**src/rtl/gerador_de_pulsos_botoes.sv**
```systemverilog
// Debounces the ENTER and EXECUTAR keys (active-low, asynchronous) into registered one-cycle pulses.
// Define BLOQUEIO_MUTUO_EN to make the two channels mutually exclusive.
module gerador_de_pulsos_botoes #(
  parameter int unsigned DEBOUNCE_CICLOS = 1000000,
  parameter int unsigned CNT_W           = 20
) (
  input  logic clk,
  input  logic reset_n,
  input  logic botao_enter_n,
  input  logic botao_executar_n,
  output logic enter_pulso,
  output logic executar_pulso,
  output logic botao_ocupado
);

  typedef enum logic [1:0] {
    SOLTO       = 2'd0,
    CONF_P      = 2'd1,
    PRESSIONADO = 2'd2,
    CONF_S      = 2'd3
  } estado_t;

  // Channel 0 is ENTER, channel 1 is EXECUTAR.
  localparam int CANAIS = 2;
  localparam logic [CNT_W-1:0] CNT_ZERO   = {CNT_W{1'b0}};
  localparam logic [CNT_W-1:0] CNT_UM     = {{(CNT_W-1){1'b0}}, 1'b1};
  localparam logic [CNT_W-1:0] CNT_ULTIMO = CNT_W'(DEBOUNCE_CICLOS - 32'd1);

  logic [1:0]       sinc_a_r;
  logic [1:0]       sinc_b_r;
  logic [1:0]       pressionado_s;
  estado_t          estado_r       [CANAIS];
  estado_t          estado_bruto_s [CANAIS];
  estado_t          estado_s       [CANAIS];
  logic [CNT_W-1:0] cont_r         [CANAIS];
  logic [CNT_W-1:0] cont_bruto_s   [CANAIS];
  logic [CNT_W-1:0] cont_s         [CANAIS];
  logic [1:0]       aceite_bruto_s;
  logic [1:0]       aceite_s;
  logic             pendente_r;
  logic             enter_pulso_r;
  logic             executar_pulso_r;
  logic             botao_ocupado_r;

  // Two-flop synchronizers, reset to the released level.
  always_ff @(posedge clk or negedge reset_n) begin
    if (!reset_n) begin
      sinc_a_r <= 2'b11;
      sinc_b_r <= 2'b11;
    end else begin
      sinc_a_r <= {botao_executar_n, botao_enter_n};
      sinc_b_r <= sinc_a_r;
    end
  end

`ifdef BLOQUEIO_MUTUO_EN
  logic [1:0] espera_r;
  logic [1:0] espera_s;
  logic [1:0] bloqueio_s;

  // A key held during a lock stays ignored until it is seen released.
  always_comb begin
    pressionado_s = ~sinc_b_r & ~espera_r;
  end
`else
  // Independent channels: the synchronized level drives the FSM directly.
  always_comb begin
    pressionado_s = ~sinc_b_r;
  end
`endif

  // Per-channel debounce FSM next state and counter.
  always_comb begin
    for (int i = 0; i < CANAIS; i++) begin
      estado_bruto_s[i] = estado_r[i];
      cont_bruto_s[i]   = cont_r[i];
      aceite_bruto_s[i] = 1'b0;
      case (estado_r[i])
        SOLTO: begin
          if (pressionado_s[i]) begin
            estado_bruto_s[i] = CONF_P;
            cont_bruto_s[i]   = CNT_UM;
          end else begin
            cont_bruto_s[i]   = CNT_ZERO;
          end
        end
        CONF_P: begin
          if (!pressionado_s[i]) begin
            estado_bruto_s[i] = SOLTO;
            cont_bruto_s[i]   = CNT_ZERO;
          end else if (cont_r[i] >= CNT_ULTIMO) begin
            estado_bruto_s[i] = PRESSIONADO;
            cont_bruto_s[i]   = CNT_ZERO;
            aceite_bruto_s[i] = 1'b1;
          end else begin
            cont_bruto_s[i]   = cont_r[i] + CNT_UM;
          end
        end
        PRESSIONADO: begin
          if (!pressionado_s[i]) begin
            estado_bruto_s[i] = CONF_S;
            cont_bruto_s[i]   = CNT_UM;
          end else begin
            cont_bruto_s[i]   = CNT_ZERO;
          end
        end
        CONF_S: begin
          if (pressionado_s[i]) begin
            estado_bruto_s[i] = PRESSIONADO;
            cont_bruto_s[i]   = CNT_ZERO;
          end else if (cont_r[i] >= CNT_ULTIMO) begin
            estado_bruto_s[i] = SOLTO;
            cont_bruto_s[i]   = CNT_ZERO;
          end else begin
            cont_bruto_s[i]   = cont_r[i] + CNT_UM;
          end
        end
        default: begin
          estado_bruto_s[i] = SOLTO;
          cont_bruto_s[i]   = CNT_ZERO;
        end
      endcase
    end
  end

`ifdef BLOQUEIO_MUTUO_EN
  // ENTER has priority: its acceptance on this edge already locks EXECUTAR out.
  always_comb begin
    bloqueio_s[0] = (estado_r[1] == PRESSIONADO) || (estado_r[1] == CONF_S);
    bloqueio_s[1] = (estado_r[0] == PRESSIONADO) || (estado_r[0] == CONF_S) || aceite_bruto_s[0];
    for (int i = 0; i < CANAIS; i++) begin
      if (bloqueio_s[i]) begin
        estado_s[i] = SOLTO;
        cont_s[i]   = CNT_ZERO;
        aceite_s[i] = 1'b0;
      end else begin
        estado_s[i] = estado_bruto_s[i];
        cont_s[i]   = cont_bruto_s[i];
        aceite_s[i] = aceite_bruto_s[i];
      end
    end
    espera_s = ~sinc_b_r & (bloqueio_s | espera_r);
  end

  // Release-required flags for channels that were locked while pressed.
  always_ff @(posedge clk or negedge reset_n) begin
    if (!reset_n) begin
      espera_r <= 2'b00;
    end else begin
      espera_r <= espera_s;
    end
  end
`else
  // Without the lock the channel results pass through unchanged.
  always_comb begin
    for (int i = 0; i < CANAIS; i++) begin
      estado_s[i] = estado_bruto_s[i];
      cont_s[i]   = cont_bruto_s[i];
      aceite_s[i] = aceite_bruto_s[i];
    end
  end
`endif

  // Channel state and counter registers.
  always_ff @(posedge clk or negedge reset_n) begin
    if (!reset_n) begin
      for (int i = 0; i < CANAIS; i++) begin
        estado_r[i] <= SOLTO;
        cont_r[i]   <= CNT_ZERO;
      end
    end else begin
      for (int i = 0; i < CANAIS; i++) begin
        estado_r[i] <= estado_s[i];
        cont_r[i]   <= cont_s[i];
      end
    end
  end

  // Pulse outputs; a same-edge EXECUTAR acceptance is deferred one cycle.
  always_ff @(posedge clk or negedge reset_n) begin
    if (!reset_n) begin
      pendente_r       <= 1'b0;
      enter_pulso_r    <= 1'b0;
      executar_pulso_r <= 1'b0;
      botao_ocupado_r  <= 1'b0;
    end else begin
      pendente_r       <= aceite_s[1] & aceite_s[0];
      enter_pulso_r    <= aceite_s[0];
      executar_pulso_r <= pendente_r | (aceite_s[1] & ~aceite_s[0]);
      botao_ocupado_r  <= (estado_s[0] != SOLTO) || (estado_s[1] != SOLTO);
    end
  end

  assign enter_pulso    = enter_pulso_r;
  assign executar_pulso = executar_pulso_r;
  assign botao_ocupado  = botao_ocupado_r;

endmodule
```
**config.mk**
```make
export PLATFORM = sky130hd
export DESIGN_NAME = gerador_de_pulsos_botoes
export DESIGN_NICKNAME = d
export VERILOG_FILES = /design/src/rtl/gerador_de_pulsos_botoes.sv
export SDC_FILE = /design/constraint.sdc
export NUM_CORES = 1
export LEC_CHECK = 0
export ABC_CLOCK_PERIOD_IN_PS = 3100
export CAP_MARGIN = 20
export CORE_UTILIZATION = 24
export DETAILED_ROUTE_END_ITERATION = 12
export GPL_TIMING_DRIVEN = 0
export PLACE_DENSITY = 0.47
export SYNTH_ARGS = -nofsm -noshare
export SYNTH_HDL_FRONTEND = slang
export SYNTH_SLANG_ARGS = --single-unit
```
**constraint.sdc**
```tcl
create_clock -name clk -period 3.1 [get_ports clk]
set_input_delay 0.62 -clock clk [delete_from_list [all_inputs] [get_ports clk]]
set_output_delay 0.62 -clock clk [all_outputs]
set_load 0.01 [all_outputs]
```
==> impl_metrics.csv <==
group,metric,value,unit
logic_synthesis,synth_cell_types,34,
logic_synthesis,synthArstFlopShare,1.00,
drt,via_per_inst,4.30,
clock_tree,cts_made_buffers,5,
clock_tree,cts_tree,"yes",
clock_tree,post-cts-setup-buffers,0,
drt,routed_wl,4.42,mm
clock_tree,cts_resized,0,
critical_path,crit_type,"reg2reg",
place,io_buffers,6,
floorplan,fp.dieW,103,um
cells_and_area,fillCellCount,1039,
place,post-place-ws,0.921,ns
pwr,total_power,1.14,mW
sta,worst_pin_slew,0.590,ns
clock_tree,clockBufferDepth,2,
global_routing,grt_max_degree,39,
critical_path,critPathLaunch,"cont_r[31]",
pwr,p_leak,1.11,nW
place,dpl.hpwl,3.09,mm
sta,finalClockSkew,0.0146,ns
cells_and_area,layout_commonest_cell,"nor2_1",
sta,fin_crit_sh,0.698,
global_routing,grt_pass1_vias,1621,
clock_tree,htree_levels,2,
drt,ant_nets,0,
drt,dr.first_iter.drc_count,48,
floorplan,core_area,0.00986,mm^2
pwr,vdd.ir_drop.worst,0.169,mV
critical_path,crit_path_max_fanout,10,
sta,min_period,2.17,ns
cells_and_area,drive_above_1_share,0.0824,
drt,wl_per_cell,11.4,um
sta,fmax,0.462,GHz
cells_and_area,area_growth,13.6,%
logic_synthesis,yosysTopAreaCell,"dfrtp_1",
outcome,outcome,"complete, no violations",
logic_synthesis,yosysWarnings,0,
global_routing,grt-ovfl-total,0,
cells_and_area,final_cell_mix,"nor2_1 (52), dfrtp_1 (48), xnor2_1 (19)",
floorplan,die-area,0.0107,mm^2
drt,drc_errors,0,
clock_tree,clock_latency,0.31,ns
floorplan,start_util,0.250,
logic_synthesis,syn_nets,246,
sta,setup_viol,0,
cells_and_area,diodes,0,
logic_synthesis,synth_ff_type,"dfrtp_1",
logic_synthesis,synth-edff-count,0,
global_routing,antenna_found_initial,0,
logic_synthesis,ys_seq_area_frac,0.530,
critical_path,crit_path_start_kind,"flop",
global_routing,grt_pass1_wl,7.79,mm
critical_path,r2r_cells,6,
logic_synthesis,syn_area_per_cell,10.3,um^2
floorplan,dieHeight,103,um
floorplan,rows,36,
sta,slew-limit-headroom,0.602,
logic_synthesis,syn_inst,240,
clock_tree,cts_hold_buf,0,
cells_and_area,nNetsFinal,260,
global_routing,track_usage,0.0941,
pwr,p_per_area,408,mW/mm^2
logic_synthesis,netlist_top_cells_area,"dfrtp_1 (49%), nor2_1 (7.9%), xnor2_1 (6.7%)",
logic_synthesis,netlist.area_leader.share,0.487,
cells_and_area,final_util,0.284,
drt,vias,1667,
sta,hold_viol_final,0,
critical_path,reg2reg_slack,0.93,ns
sta,worst_slack,0.935,ns
place,place.gp.congestion,0.732,
worst_hold_path,hold_path_class,"in2async",
clock_tree,cts.reportedPaths.clkPinSlew,0.10,ns
flow_run,cap_violations,0,
sta,rsz0062_at_grt,"false",
drt,dr.pass1.iters,4,
floorplan,io_pins,7,
critical_path,arrival,2.41,ns
critical_path,rr_endpoint,"cont_r[26]",
critical_path,cp-end-kind,"flop",
critical_path,r2r_start,"cont_r[31]",
logic_synthesis,yosys_register_bits,52,
clock_tree,cts_sinks,52,
critical_path,crit_required,3.35,ns
sta,finalMaxSlewViolations,0,
logic_synthesis,syn_area,0.00247,mm^2
clock_tree,root_buffer,"clkbuf_8",
[metal layers]
metal	vias up	share of wire	GRT usage
met5	-	0	0
met4	0	0.0075	0.0260
met3	5	0.027	0.0282
met2	7	0.46	0.147
met1	809	0.51	0.127
li1	846	-	-
[report_power, final]
| group | internal (mW) | switching, mW | total, mW |
|---|---|---|---|
| Combinational | 0.0174 | 0.0298 | 0.0472 |
| Clock | 0.182 | 0.215 | 0.397 |
| Sequential | 0.689 | 0.0101 | 0.699 |
| Total | 0.888 | 0.255 | 1.14 |
[sequential cells by signal (all words and copies together) (netlist names)]
| signal | count |
|---|---|
| botao_ocupado | 1 |
| cont_r | 40 |
| enter_pulso | 1 |
| estado_r | 4 |
| executar_pulso | 1 |
| pendente_r | 1 |
| sinc_a_r | 2 |
| sinc_b_r | 2 |
[how the worst max path moves through the flow]
stage | endpoint | slack (ns) | cells past startpoint
finish | cont_r[26] | 0.93 | 6
global route | cont_r[27] | 0.78 | 6
CTS | cont_r[26] | 0.90 | 6
detailed placement | cont_r[26] | 0.92 | 6
global placement | cont_r[13] | -0.25 | 1
floorplan | cont_r[25] | 1.21 | 6
[cell families (layout without fill, tap and decap cells)]
family,after synthesis,count (layout),share of synthesized area
simple gates,113,113,0.226
flops,52,52,0.530
xor+xnor,37,37,0.131
compound gates,21,21,0.0736
buf+inv,15,30,0.0289
fa+ha+maj,2,2,0.0101
[stage by stage]
stage / setup TNS, ns / hold WS, ns / instance area, um^2 / cells
after floorplan: 0 / 0.324 / 2470 / 240
after global placement: -11.91 / 0.346 / 2690 / 379
after detailed placement: 0 / 0.347 / 2710 / 380
after CTS: 0 / 0.217 / 2800 / 388
after global routing: 0 / 0.228 / 2800 / 388
final: 0 / 0.213 / 2800 / 388
[synthesized netlist by cell type, types with 2 or more instances]
master and instances:
xor2_1 18, and3_1 5, dfstp_2 4, or4_1 4
xnor2_1 19, nor2_1 52, inv_1 10, nor3_1 3
nand3_1 13, clkbuf_1 3, o21ai_0 5, dfrtp_1 48
nand2_1 16, and2_1 4, o211ai_4 2, buf_6 2
and4_1 7, nand4_1 5, o21a_1 2, ha_1 2
a41oi_1 2, o22ai_1 2
[critical path, cell delays in order, from the launching register on]
cell and delay (ns):
dfrtp_1 0.46, or4_1 0.52, a311oi_1 0.30, o311a_2 0.34
o211ai_4 0.18, buf_6 0.19, nor2_1 0.11
[layout make-up]
cell class | instances | area (um^2) | share of cell area
multi-input combinational | 173 | 1090 | 0.389
buffer | 5 | 33.8 | 0.0121
clock inverter | 1 | 7.51 | 0.00268
sequential | 52 | 1310 | 0.466
inverter | 10 | 37.5 | 0.0134
timing repair buffer | 7 | 75.1 | 0.0268
clock buffer | 7 | 86.3 | 0.0308
tap | 133 | 166 | 0.0594
Power figures use the tool's default switching activity.
